==> src/rtl/hazard_ctrl.sv <==
`default_nettype none
// hazard_ctrl: operand forwarding, load-use/interlock stalls, branch flush, memory-wait stalls,
// debug halt/single-step FSM and saturating performance counters.  Revision: 1.0
module hazard_ctrl #(
  parameter int REG_AW     = 5,
  parameter int FWD_EN     = 1,
  parameter int DELAY_SLOT = 0,
  parameter int CNT_W      = 16
) (
  input  logic              clk,
  input  logic              rst,
  input  logic              debug_en,
  input  logic              debug_step,
  input  logic [REG_AW-1:0] id_rs_addr,
  input  logic [REG_AW-1:0] id_rt_addr,
  input  logic              id_rs_used,
  input  logic              id_rt_used,
  input  logic              id_is_store,
  input  logic              id_branch_taken,
  input  logic              exe_wen,
  input  logic [REG_AW-1:0] exe_waddr,
  input  logic              exe_is_load,
  input  logic              mem_wen,
  input  logic [REG_AW-1:0] mem_waddr,
  input  logic              mem_is_load,
  input  logic              mem_req,
  input  logic              mem_rdy,
  output logic [1:0]        fwd_a_sel,
  output logic [1:0]        fwd_b_sel,
  output logic              fwd_m,
  output logic              if_en,
  output logic              id_en,
  output logic              exe_en,
  output logic              mem_en,
  output logic              wb_en,
  output logic              if_rst,
  output logic              id_rst,
  output logic              exe_rst,
  output logic              mem_rst,
  output logic              wb_rst,
  output logic              halted,
  output logic [CNT_W-1:0]  stall_cnt,
  output logic [CNT_W-1:0]  memwait_cnt,
  output logic [CNT_W-1:0]  flush_cnt
);

  localparam bit              FWD     = (FWD_EN != 0);
  localparam bit              DSLOT   = (DELAY_SLOT != 0);
  localparam logic [CNT_W-1:0] CNT_ONE = {{(CNT_W-1){1'b0}}, 1'b1};

  typedef enum logic [1:0] {
    RUN  = 2'd0,
    HALT = 2'd1,
    STEP = 2'd2
  } state_t;

  state_t state;
  logic   debug_step_q;

  logic rs_hit_exe, rs_hit_mem, rt_hit_exe, rt_hit_mem;
  logic data_stall, mem_wait, in_halt, step_rise;
  logic do_memwait, do_stall, do_flush;

  assign rs_hit_exe = id_rs_used && (id_rs_addr != '0) && exe_wen && (exe_waddr == id_rs_addr);
  assign rs_hit_mem = id_rs_used && (id_rs_addr != '0) && mem_wen && (mem_waddr == id_rs_addr);
  assign rt_hit_exe = id_rt_used && (id_rt_addr != '0) && exe_wen && (exe_waddr == id_rt_addr);
  assign rt_hit_mem = id_rt_used && (id_rt_addr != '0) && mem_wen && (mem_waddr == id_rt_addr);

  always_comb begin
    fwd_a_sel = 2'd0;
    fwd_b_sel = 2'd0;
    if (FWD) begin
      if (rs_hit_exe)      fwd_a_sel = 2'd1;
      else if (rs_hit_mem) fwd_a_sel = mem_is_load ? 2'd3 : 2'd2;
      if (rt_hit_exe)      fwd_b_sel = 2'd1;
      else if (rt_hit_mem) fwd_b_sel = mem_is_load ? 2'd3 : 2'd2;
    end
  end

  // A store whose data comes from the load just ahead picks it up in MEM, so only rs must wait.
  assign fwd_m = FWD && id_is_store && rt_hit_exe && exe_is_load;

  assign data_stall = FWD ? ((rs_hit_exe && exe_is_load) || (rt_hit_exe && exe_is_load && !fwd_m))
                          : (rs_hit_exe || rs_hit_mem || rt_hit_exe || rt_hit_mem);
  assign mem_wait   = mem_req && !mem_rdy;
  assign in_halt    = (state == HALT);
  assign step_rise  = debug_step && !debug_step_q;
  assign halted     = in_halt && !rst;

  assign do_memwait = !rst && !in_halt && mem_wait;
  assign do_stall   = !rst && !in_halt && !mem_wait && data_stall;
  assign do_flush   = !rst && !in_halt && !mem_wait && !data_stall && id_branch_taken && !DSLOT;

  always_comb begin
    {if_en, id_en, exe_en, mem_en, wb_en}       = 5'b11111;
    {if_rst, id_rst, exe_rst, mem_rst, wb_rst}  = 5'b00000;
    if (rst) begin
      {if_rst, id_rst, exe_rst, mem_rst, wb_rst} = 5'b11111;
    end else if (in_halt) begin
      {if_en, id_en, exe_en, mem_en, wb_en} = 5'b00000;
    end else if (do_memwait) begin
      {if_en, id_en, exe_en, mem_en} = 4'b0000;
      wb_rst = 1'b1;
    end else if (do_stall) begin
      if_en   = 1'b0;
      id_en   = 1'b0;
      exe_rst = 1'b1;
    end else if (do_flush) begin
      id_rst = 1'b1;
    end
  end

  always_ff @(posedge clk) begin
    if (rst) begin
      state        <= RUN;
      debug_step_q <= 1'b0;
    end else begin
      debug_step_q <= debug_step;
      case (state)
        RUN:     if (debug_en) state <= HALT;
        HALT: begin
          if (!debug_en)      state <= RUN;
          else if (step_rise) state <= STEP;
        end
        STEP:    state <= debug_en ? HALT : RUN;
        default: state <= RUN;
      endcase
    end
  end

  always_ff @(posedge clk) begin
    if (rst) begin
      stall_cnt   <= '0;
      memwait_cnt <= '0;
      flush_cnt   <= '0;
    end else begin
      if (do_stall && stall_cnt != '1)     stall_cnt   <= stall_cnt + CNT_ONE;
      if (do_memwait && memwait_cnt != '1) memwait_cnt <= memwait_cnt + CNT_ONE;
      if (do_flush && flush_cnt != '1)     flush_cnt   <= flush_cnt + CNT_ONE;
    end
  end

endmodule
`default_nettype wire
==> config.mk <==
export PLATFORM = sky130hd
export DESIGN_NAME = hazard_ctrl
export DESIGN_NICKNAME = d
export VERILOG_FILES = /design/src/rtl/hazard_ctrl.sv
export SDC_FILE = /design/constraint.sdc
export NUM_CORES = 1
export LEC_CHECK = 0
export ABC_AREA = 1
export BUFFER_PORTS_ARGS = -buffer_cell sky130_fd_sc_hd__buf_2
export CORE_MARGIN = 2
export CORE_UTILIZATION = 45
export DETAILED_ROUTE_END_ITERATION = 6
export GPL_ROUTABILITY_DRIVEN = 0
export PLACE_DENSITY_LB_ADDON = 0.3
export SYNTH_ARGS = -nofsm -noshare
export SYNTH_HDL_FRONTEND = slang
export SYNTH_SLANG_ARGS = --single-unit
==> constraint.sdc <==
create_clock -name clk -period 1.55 [get_ports clk]
set_clock_uncertainty 0.15 [all_clocks]
set_input_delay 0.2325 -clock clk [delete_from_list [all_inputs] [get_ports clk]]
set_output_delay 0.2325 -clock clk [all_outputs]
set_load 0.005 [all_outputs]
==> results.tsv, run 1 <==
metric	value	unit
drt-pass1-iter-count	5	
synth_cell_types	36	
internal_power	1950	uW
cp_data_arrival_time	1.45	ns
crit_family	simple AND/OR/NAND/NOR gates	
fillers	499	
cp.required	1.17	ns
slew-limit-headroom	81.7	%
synth-seq-area-share	29.7	%
worst_pin_slew	0.274	ns
clock-sinks	51	
route.detailed.drc	0	
ir_worst_vdd	408	uV
rsz0062_at_grt	yes	
hold_viol	0	
synthSimpleGateAreaFrac	38.9	%
cts_buffer_depth	2	
die_w	91.3	microns
slew_violations	0	
cts-root-buf	clkbuf_8	
dr.first_iter.drc_count	234	
r2r_slack	-0.19	ns
final_cells	809	
synth_compound_area_share	9.59	%
rows	31	
h-tree-depth	2	
layout_commonest_cell	buf_4	
failed_checks	setup timing	
status	finished with violations	
syn-cell-area	0.00343	sq mm
post-route-worst-setup-slack	-0.284	ns
tns	-5.47	ns
portBuffers	97	
layout_worst_path_cycle_share	118	%
drt_wl_total	12400	microns
cts_tree	done	
ys_ff_latch	51	
p_comb_share	18.5	%
grt_overflow	0	
num_io_pins	98	
vias_per_cell	5.49	
drtAntennaViolNets	0	
setup_viol	60	
synthAdderAreaFrac	1.09	%
leakage	0.00259	uW
antenna_cells	0	
path_cells	buf_8, inv_2, nand2_1, nand2_1, nor2_1, nand2_1, nor2_4, nand3_1, nand2_1, nand2_1, nand2_4, nand2_2, buf_2	
synth.net_count	549	
seq_power_share	49.0	%
wl_per_cell	15.3	microns
synth-xor-area-share	10.5	%
place_inst	776	
initial_core_util	46.8	%
antenna_found_initial	0	
synth_mux_area_share	0	%
regArea	0.00105	sq mm
min_period	1.83	ns
yosys_warnings	0	
grt_pass1_wl	17500	microns
design_area	0.00570	sq mm
dp_hpwl	7690	microns
cp.buffers_inverters	3	
multi_input_area	0.00269	sq mm
fmax	0.545	GHz
cts.reportedPaths.clkPinSlew	0.10	ns
vias	4443	
crit_fanout	4	
path_common_cell	nand2_1	
numCtsBuffers	5	
die_y	91.3	microns
grt_max_degree	18	
crit_path_start_kind	input pin	
p_clk_share	32.5	%
synth_top_family_by_area	simple AND/OR/NAND/NOR gates	
cap_violations	0	
area_delta_synth_final	66.0	%
track_usage	24.8	%
critPathKind	input pin to output port	
mostFrequentLayoutCells	buf_4, buf_2, nand2_1, inv_1, nand4_1	
worst_hold_slack	0.0270	ns
grt_pass1_vias	3965	
die_area	0.00834	sq mm
dpl-instance-area	0.00466	sq mm
insertion_delay	0.31	ns
p_per_area	473	mW/mm^2
swShare	27.7	%
drive_gt1_share	52.4	%
fin_nets	746	
synthCells	512	
endpoint_kind	output port	
cpMaxStageDelayCell	nor2_4	
avgSynthCellArea	6.70	sq um
core-area	0.00733	sq mm
switching_power	746	uW
max_stage_delay	0.19	ns
worst_hold_path_type	input pin to flip-flop	
layout make-up:
cell class	instances	share of cell area, %
Sequential cell	51	18.4
Timing Repair Buffer	205	26.0
Inverter	63	4.41
Tap cell	99	2.17
Clock buffer	7	1.69
Multi-Input combinational cell	383	47.1
Clock inverter	1	0.132
per-stage QoR:
step,util (%),total power (uW),worst slack (ns)
floorplan,-,1530,-0.122
global placement,63.6,1670,-0.184
detailed placement,63.6,1680,-0.233
CTS,68.0,2580,-0.323
global route,77.7,2790,-0.354
finish,77.7,2690,-0.284
cell families after synthesis:
logic type,Yosys count
compound gates,65
xor+xnor,41
fa+ha+maj,3
buf+inv,82
flops,51
simple gates,270
Yosys cell counts, drive strengths merged:
library cell / n / area, sq um
xor2: 34 / 298
o22ai: 1 / 6.26
nand4: 39 / 274
a21oi: 48 / 240
inv: 63 / 236
buf: 13 / 92.6
dfxtp: 51 / 1020
nor4: 1 / 6.26
nor3: 21 / 126
nor2: 48 / 195
nand3: 29 / 175
xnor2: 7 / 61.3
clkbuf: 6 / 22.5
ha: 3 / 37.5
or2: 2 / 12.5
nand2: 124 / 475
o21ai: 15 / 75.1
nor3b: 3 / 33.8
nand3b: 3 / 35.0
a21boi: 1 / 7.51
sequential cells by signal, summed over array words and instances (netlist names):
register	flops
debug_step_q	1
flush_cnt	16
state	2
stall_cnt	16
memwait_cnt	16
timing repair:
| item | in CTS | in global routing |
|---|---|---|
| cloned | 2 | 3 |
| endpoints found under the hold margin | 1 | 0 |
| hold buffers | 1 | 0 |
| pin swaps | 19 | 92 |
| setup endpoints to repair | 53 | 62 |
| setup buffers | 5 | 19 |
| gates resized for setup | 41 | 164 |
power by group through the flow:
stage / sequential [uW] / clock [uW] / combinational (uW)
detailed placement: 1350 / 0 / 331
global route: 1320 / 942 / 529
finish: 1320 / 875 / 497
floorplan: 1350 / 0 / 174
global placement: 1350 / 0 / 323
CTS: 1320 / 887 / 376
layer usage:
metal / routed length (microns) / vias up / GRT usage, %
li1: - / 2086 / -
met1: 4910 / 2104 / 30.5
met2: 6330 / 203 / 44.2
met3: 720 / 50 / 3.24
met4: 410 / 0 / 9.09
met5: 0 / - / 0
final timing paths:
path	from	endpoint	cells past startpoint
worst max register to register	memwait_cnt[0]	memwait_cnt[0]	9
worst min register to register	state[0]	state[0]	1
worst min-delay path	debug_en	state[0]	3
worst max-delay path	exe_waddr[4]	id_rst	13
worst reg2reg max path, stage by stage (launching register included):
cell,delay [ns]
dfxtp_2,0.36
ha_4,0.14
nand3_2,0.09
nor2_2,0.16
nand3b_1,0.15
nand2_4,0.17
buf_8,0.16
buf_6,0.10
o21ai_0,0.07
a21oi_1,0.12
No activity file was read; power rests on OpenSTA's default activity.
==> inputs of run 2 (changes only) <==
- BUFFER_PORTS_ARGS: -buffer_cell sky130_fd_sc_hd__buf_2 -> -buffer_cell sky130_fd_sc_hd__clkbuf_2
- clock period: 1.55 -> 1.7 ns (I/O delays scaled with it)
==> run 2 against run 1 <==
Compared with the run above: the flow still finishes with violations (setup timing); global-route usage fell by 1.7 points; routed wire length decreased by 14%; clock power rose by 1%; non-clock buffer count is 29 lower; sequential share of layout area rose by 2.1 points; register-to-register slack gained 0.17 ns; combinational power fell by 27%; via count fell by 8.1%; final cell count shrank 3.6%; first-iteration DRC count down 19%; final area fell by 11%; core utilization down 8.2 points; critical path type unchanged; critical endpoint is now id_en; largest power group unchanged.
==> results.tsv, run 2 (same netlist as run 1, synthesis figures left out) <==
metric	value	unit
status	finished with violations	
failed_checks	setup timing	
cp.required	1.29	ns
cp_data_arrival_time	1.37	ns
portBuffers	97	
crit_path_start_kind	input pin	
dpl-instance-area	0.00444	sq mm
fin_util	69.5	%
slew-limit-headroom	76.0	%
grt_pass1_vias	3699	
core-area	0.00733	sq mm
place_inst	754	
grt_max_degree	22	
ir_worst_vdd	333	uV
layout_commonest_cell	nand2_1	
min_from	rst	
cts_buffer_depth	2	
num_io_pins	98	
final_cells	780	
insertion_delay	0.32	ns
fmax	0.563	GHz
clock-sinks	51	
drt_wl_total	10600	microns
grt_pass1_wl	16300	microns
cap_violations	0	
endpoint_kind	output port	
vias	4084	
mostFrequentLayoutCells	nand2_1, clkbuf_2, buf_4, inv_1, a21oi_1	
top_regs	flush_cnt (16), memwait_cnt (16), stall_cnt (16)	
cpMaxStageDelayCell	nor2_4	
tns	-0.236	ns
antenna_found_initial	0	
track_usage	23.2	%
initial_core_util	46.8	%
hold_viol	0	
die_w	91.3	microns
min_period	1.78	ns
fillers	623	
numCtsBuffers	5	
dr.first_iter.drc_count	190	
worst_hold_path_type	input pin to flip-flop	
vias_per_cell	5.24	
drive_gt1_share	42.4	%
h-tree-depth	2	
route.detailed.drc	0	
crit_start	id_rt_addr[4]	
cts_tree	done	
leakage	0.00227	uW
layout_worst_path_cycle_share	104	%
r2r_start	flush_cnt[1]	
path_cells	buf_4, nand2_1, nand2_2, nor2_2, nand2_1, nor2_4, nand4_4, nand2_4, nand2_4, nand2_2, inv_2, buf_2	
die_y	91.3	microns
cts.reportedPaths.clkPinSlew	0.11	ns
area_delta_synth_final	48.5	%
design_area	0.00509	sq mm
wl_per_cell	13.6	microns
critPathKind	input pin to output port	
grt_overflow	0	
post-route-worst-setup-slack	-0.0751	ns
antenna_cells	0	
max_stage_delay	0.16	ns
cp.buffers_inverters	3	
drtAntennaViolNets	0	
worst_hold_slack	0.183	ns
rsz0062_at_grt	yes	
rows	31	
worst_pin_slew	0.357	ns
die_area	0.00834	sq mm
slew_violations	0	
dp_hpwl	7180	microns
setup_viol	6	
p_per_area	482	mW/mm^2
crit_fanout	3	
drt-pass1-iter-count	5	
cts-root-buf	clkbuf_8	
crit_family	simple AND/OR/NAND/NOR gates	
fin_nets	717	
[run 2: cell types whose count changed in the layout (fill, tap and decap cells not counted), sizes merged]
cell,before,now
buf,203,86
clkbuf,8,93
bufinv,0,1
dlygate4sd3,1,2
inv,63,64
[run 2: power breakdown]
| group | switching [uW] | total (uW) | internal [uW] |
|---|---|---|---|
| combinational | 212 | 365 | 153 |
| clock | 443 | 887 | 444 |
| sequential | 5.25 | 1210 | 1200 |
[run 2: stage by stage]
stage / power [uW] / setup slack (ns)
2_1_floorplan: 1390 / -0.0165
3_3_place_gp: 1510 / -0.0418
3_5_place_dp: 1510 / -0.0716
4_1_cts: 2430 / -0.0591
5_1_grt: 2570 / -0.161
6_report: 2460 / -0.0751
[run 2: final timing paths]
check / end / slack (ns) / cells past startpoint
worst min register to register: state[0] / 0.28 / 1
worst min-delay path: memwait_cnt[8] / 0.18 / 3
worst max-delay path: id_en / -0.08 / 12
worst max register to register: flush_cnt[0] / -0.02 / 8
[run 2: repair_timing]
action                                  4_1_cts  5_1_grt
hold buffers                                  1        1
endpoints found under the setup margin       19       61
pin swaps                                     7       39
cloned                                        0        6
endpoints found under the hold margin         1        1
setup buffers                                 6        5
gates resized for setup                      21      101
[run 2: cell type report]
class	instances	area [sq um]	share of cell area, %
inverters	63	241	4.74
flip-flops and latches	51	1040	20.5
clock buffers	5	68.8	1.35
repair buffers	176	1150	22.6
multi-input cells	383	2420	47.5
clock inverters	3	46.3	0.909
well taps	99	124	2.43
[run 2: metal layers]
layer	track usage, %	wire length [microns]
met5	0	0
met4	6.44	217
met3	4.07	574
met2	40.9	5390
met1	28.9	4390
[run 2: worst reg2reg max path: stages (launching register included)]
cell and delay [ns]:
dfxtp_2 0.37, ha_4 0.15, nand2_4 0.06, nor3b_4 0.26, nand3_4 0.22, nand4_4 0.22
nand2_1 0.08, nand2_1 0.07, nor2_1 0.05
==> inputs of run 3 (changes only) <==
- ABC_AREA: 1 -> unset
==> run 3 against run 2 <==
Compared with the run above: final cell count fell by 18%; highest routed layer unchanged; fmax is 18% lower; total power up 0.61%; the run still ends with setup timing left; die area fell by 15%; first-iteration DRC count down 36%; critical endpoint unchanged; core utilization is 11 points higher.
==> results.tsv, run 3 <==
metric	value	unit
status	finished with violations	
failed_checks	setup timing	
layout_worst_path_cycle_share	127	%
core-area	0.00628	sq mm
synth_edf_count	0	
worstHoldPathCells	3	
antenna_found_initial	0	
clock-sinks	51	
area_delta_synth_final	75.1	%
r2r_slack	-0.36	ns
pre_cts_ws	-0.778	ns
leakage	0.00225	uW
r2r_end	flush_cnt[14]	
cts-root-buf	clkbuf_8	
insertion_delay	0.30	ns
avgSynthCellArea	8.37	sq um
ir_worst_vdd	353	uV
synth-seq-area-share	35.5	%
endpoint_kind	output port	
numCtsBuffers	5	
worst_pin_slew	0.523	ns
design_area	0.00504	sq mm
use_met1	30.7	%
holdBufCountCts	0	
grt_pass1_vias	3313	
dr.first_iter.drc_count	121	
drt_wl_total	9850	microns
vias_per_cell	5.37	
synth_top_cells_by_count	dfxtp_1, nor2_1, nand2_1	
synth.net_count	381	
worstHoldEndpoint	state[0]	
grt_max_degree	49	
die_area	0.00705	sq mm
post-synth-top-count-cell	dfxtp_1	
post-route-worst-setup-slack	-0.462	ns
cap_violations	0	
path_cells	buf_8, or4_4, nor2_4, nor4bb_4, buf_6, o21ai_4, and2_4, clkbuf_2	
fin_util	80.3	%
fmax	0.463	GHz
worst_hold_path_type	input pin to flip-flop	
dp_hpwl	6590	microns
layout_commonest_cell	buf_4	
grt.busiest_layer	met2	
dpl-instance-area	0.00431	sq mm
drive_gt1_share	57.6	%
rows	29	
setup_viol	57	
grt_overflow	0	
portBuffers	97	
cp.required	1.29	ns
wl_per_cell	15.4	microns
p_per_area	491	mW/mm^2
die_w	84.0	microns
cts.reportedPaths.clkPinSlew	0.09	ns
r2r_start	state[1]	
synth_area_leaders	dfxtp_1, xor2_1, xnor2_1, nor2_1, nand4_1	
die_y	84.0	microns
cts_tree	done	
crit_fanout	7	
top_regs	flush_cnt (16), memwait_cnt (16), stall_cnt (16)	
rsz0062_at_grt	yes	
slew_violations	0	
tns	-13.90	ns
hold_viol	0	
yosys_warnings	0	
antenna_cells	0	
crit_family	simple AND/OR/NAND/NOR gates	
num_io_pins	98	
drt-pass1-iter-count	4	
slew-limit-headroom	65.2	%
async_flop_share	0	%
synthCells	344	
synth_cell_types	53	
route.detailed.drc	0	
track_usage	25.4	%
h-tree-depth	2	
post-synth-top-area-cell	dfxtp_1	
grt_use_met2	46.0	%
cts_buffer_depth	2	
initial_core_util	45.8	%
cpMaxStageDelayCell	or4_4	
syn-cell-area	0.00288	sq mm
fin_nets	597	
synth_top_area_share	35.5	%
use_met3	3.66	%
cp_data_arrival_time	1.76	ns
synthFlopType	dfxtp_1	
min_period	2.16	ns
vias	3429	
grt_pass1_wl	14900	microns
mostFrequentLayoutCells	buf_4, clkbuf_2, nor2_1, dfxtp_1, buf_6	
cp.buffers_inverters	3	
crit_path_start_kind	input pin	
r2r_cells	7	
ys_ff_latch	51	
critPathKind	input pin to output port	
max_stage_delay	0.54	ns
drtAntennaViolNets	0	
min_from	debug_en	
run 3: changes by cell type after synthesis, moves of 12 or more:
cell	change
nand2_1	-97
inv_1	-46
nand4_1	-19
xor2_1	-12
a21oi_1	-33
o21ai_0	-13
run 3: worst max path at each step:
| stage | from | endpoint | slack, ns | depth (start not counted) |
|---|---|---|---|---|
| global route | id_rt_addr[4] | if_en | -0.52 | 8 |
| CTS | id_rt_addr[4] | id_en | -0.45 | 8 |
| global placement | id_rs_addr[1] | flush_cnt[14] | -0.73 | 8 |
| detailed placement | id_rs_addr[1] | flush_cnt[14] | -0.78 | 8 |
| floorplan | id_rt_addr[4] | flush_cnt[14] | -0.51 | 8 |
| finish | id_rt_addr[4] | id_en | -0.46 | 8 |
run 3: where the power goes:
group | internal (uW) | switching (uW)
logic | 201 | 178
clock network | 477 | 410
registers | 1200 | 5.47
total | 1880 | 594
run 3: what timing repair did:
action | 4_1_cts | 5_1_grt
gates resized for setup | 40 | 90
hold endpoints to repair | 0 | 0
setup buffers | 10 | 10
pin swaps | 26 | 21
cloned | 0 | 0
setup endpoints to repair | 57 | 59
run 3: logic make-up after synthesis:
| logic type | count (synthesis) | synth area share, % |
|---|---|---|
| AO/OA/AOI/OAI | 45 | 11.0 |
| XOR/XNOR | 39 | 11.9 |
| adder cells (fa/ha/maj) | 3 | 1.30 |
| buffers and inverters | 29 | 4.57 |
| flip-flops | 51 | 35.5 |
| multiplexers | 11 | 4.04 |
| AND/OR/NAND/NOR | 166 | 31.7 |
run 3: metal layers:
layer	up-vias	part of all wire (%)
met5	-	0
met4	0	3.4
met3	32	3.9
met2	120	53
met1	1619	39
li1	1658	-
run 3: metrics by stage:
stage | hold WS [ns] | std cells | total power (uW)
6_report | 0.0596 | 638 | 2470
5_1_grt | 0.0555 | 638 | 2550
4_1_cts | 0.0348 | 630 | 2410
3_5_place_dp | 0.270 | 613 | 1520
3_3_place_gp | 0.254 | 613 | 1510
2_1_floorplan | 0.233 | 344 | 1360
run 3: worst reg2reg max path, delay by kind of cell (launching register included):
| kind | cells | cell delay (ns) |
|---|---|---|
| mux | 1 | 0.32 |
| buf+inv | 2 | 0.41 |
| simple gates | 4 | 0.76 |
| flops | 1 | 0.34 |
run 3: area by class of cell:
type                       instances  area, sq um
multi-input combinational        264         2120
clock buffer                       6         82.6
timing repair buffer             226         1620
sequential                        51         1040
clock inverter                     2         35.0
tap                               77         96.3
fill                             387         1240
inverter                          12         45.0
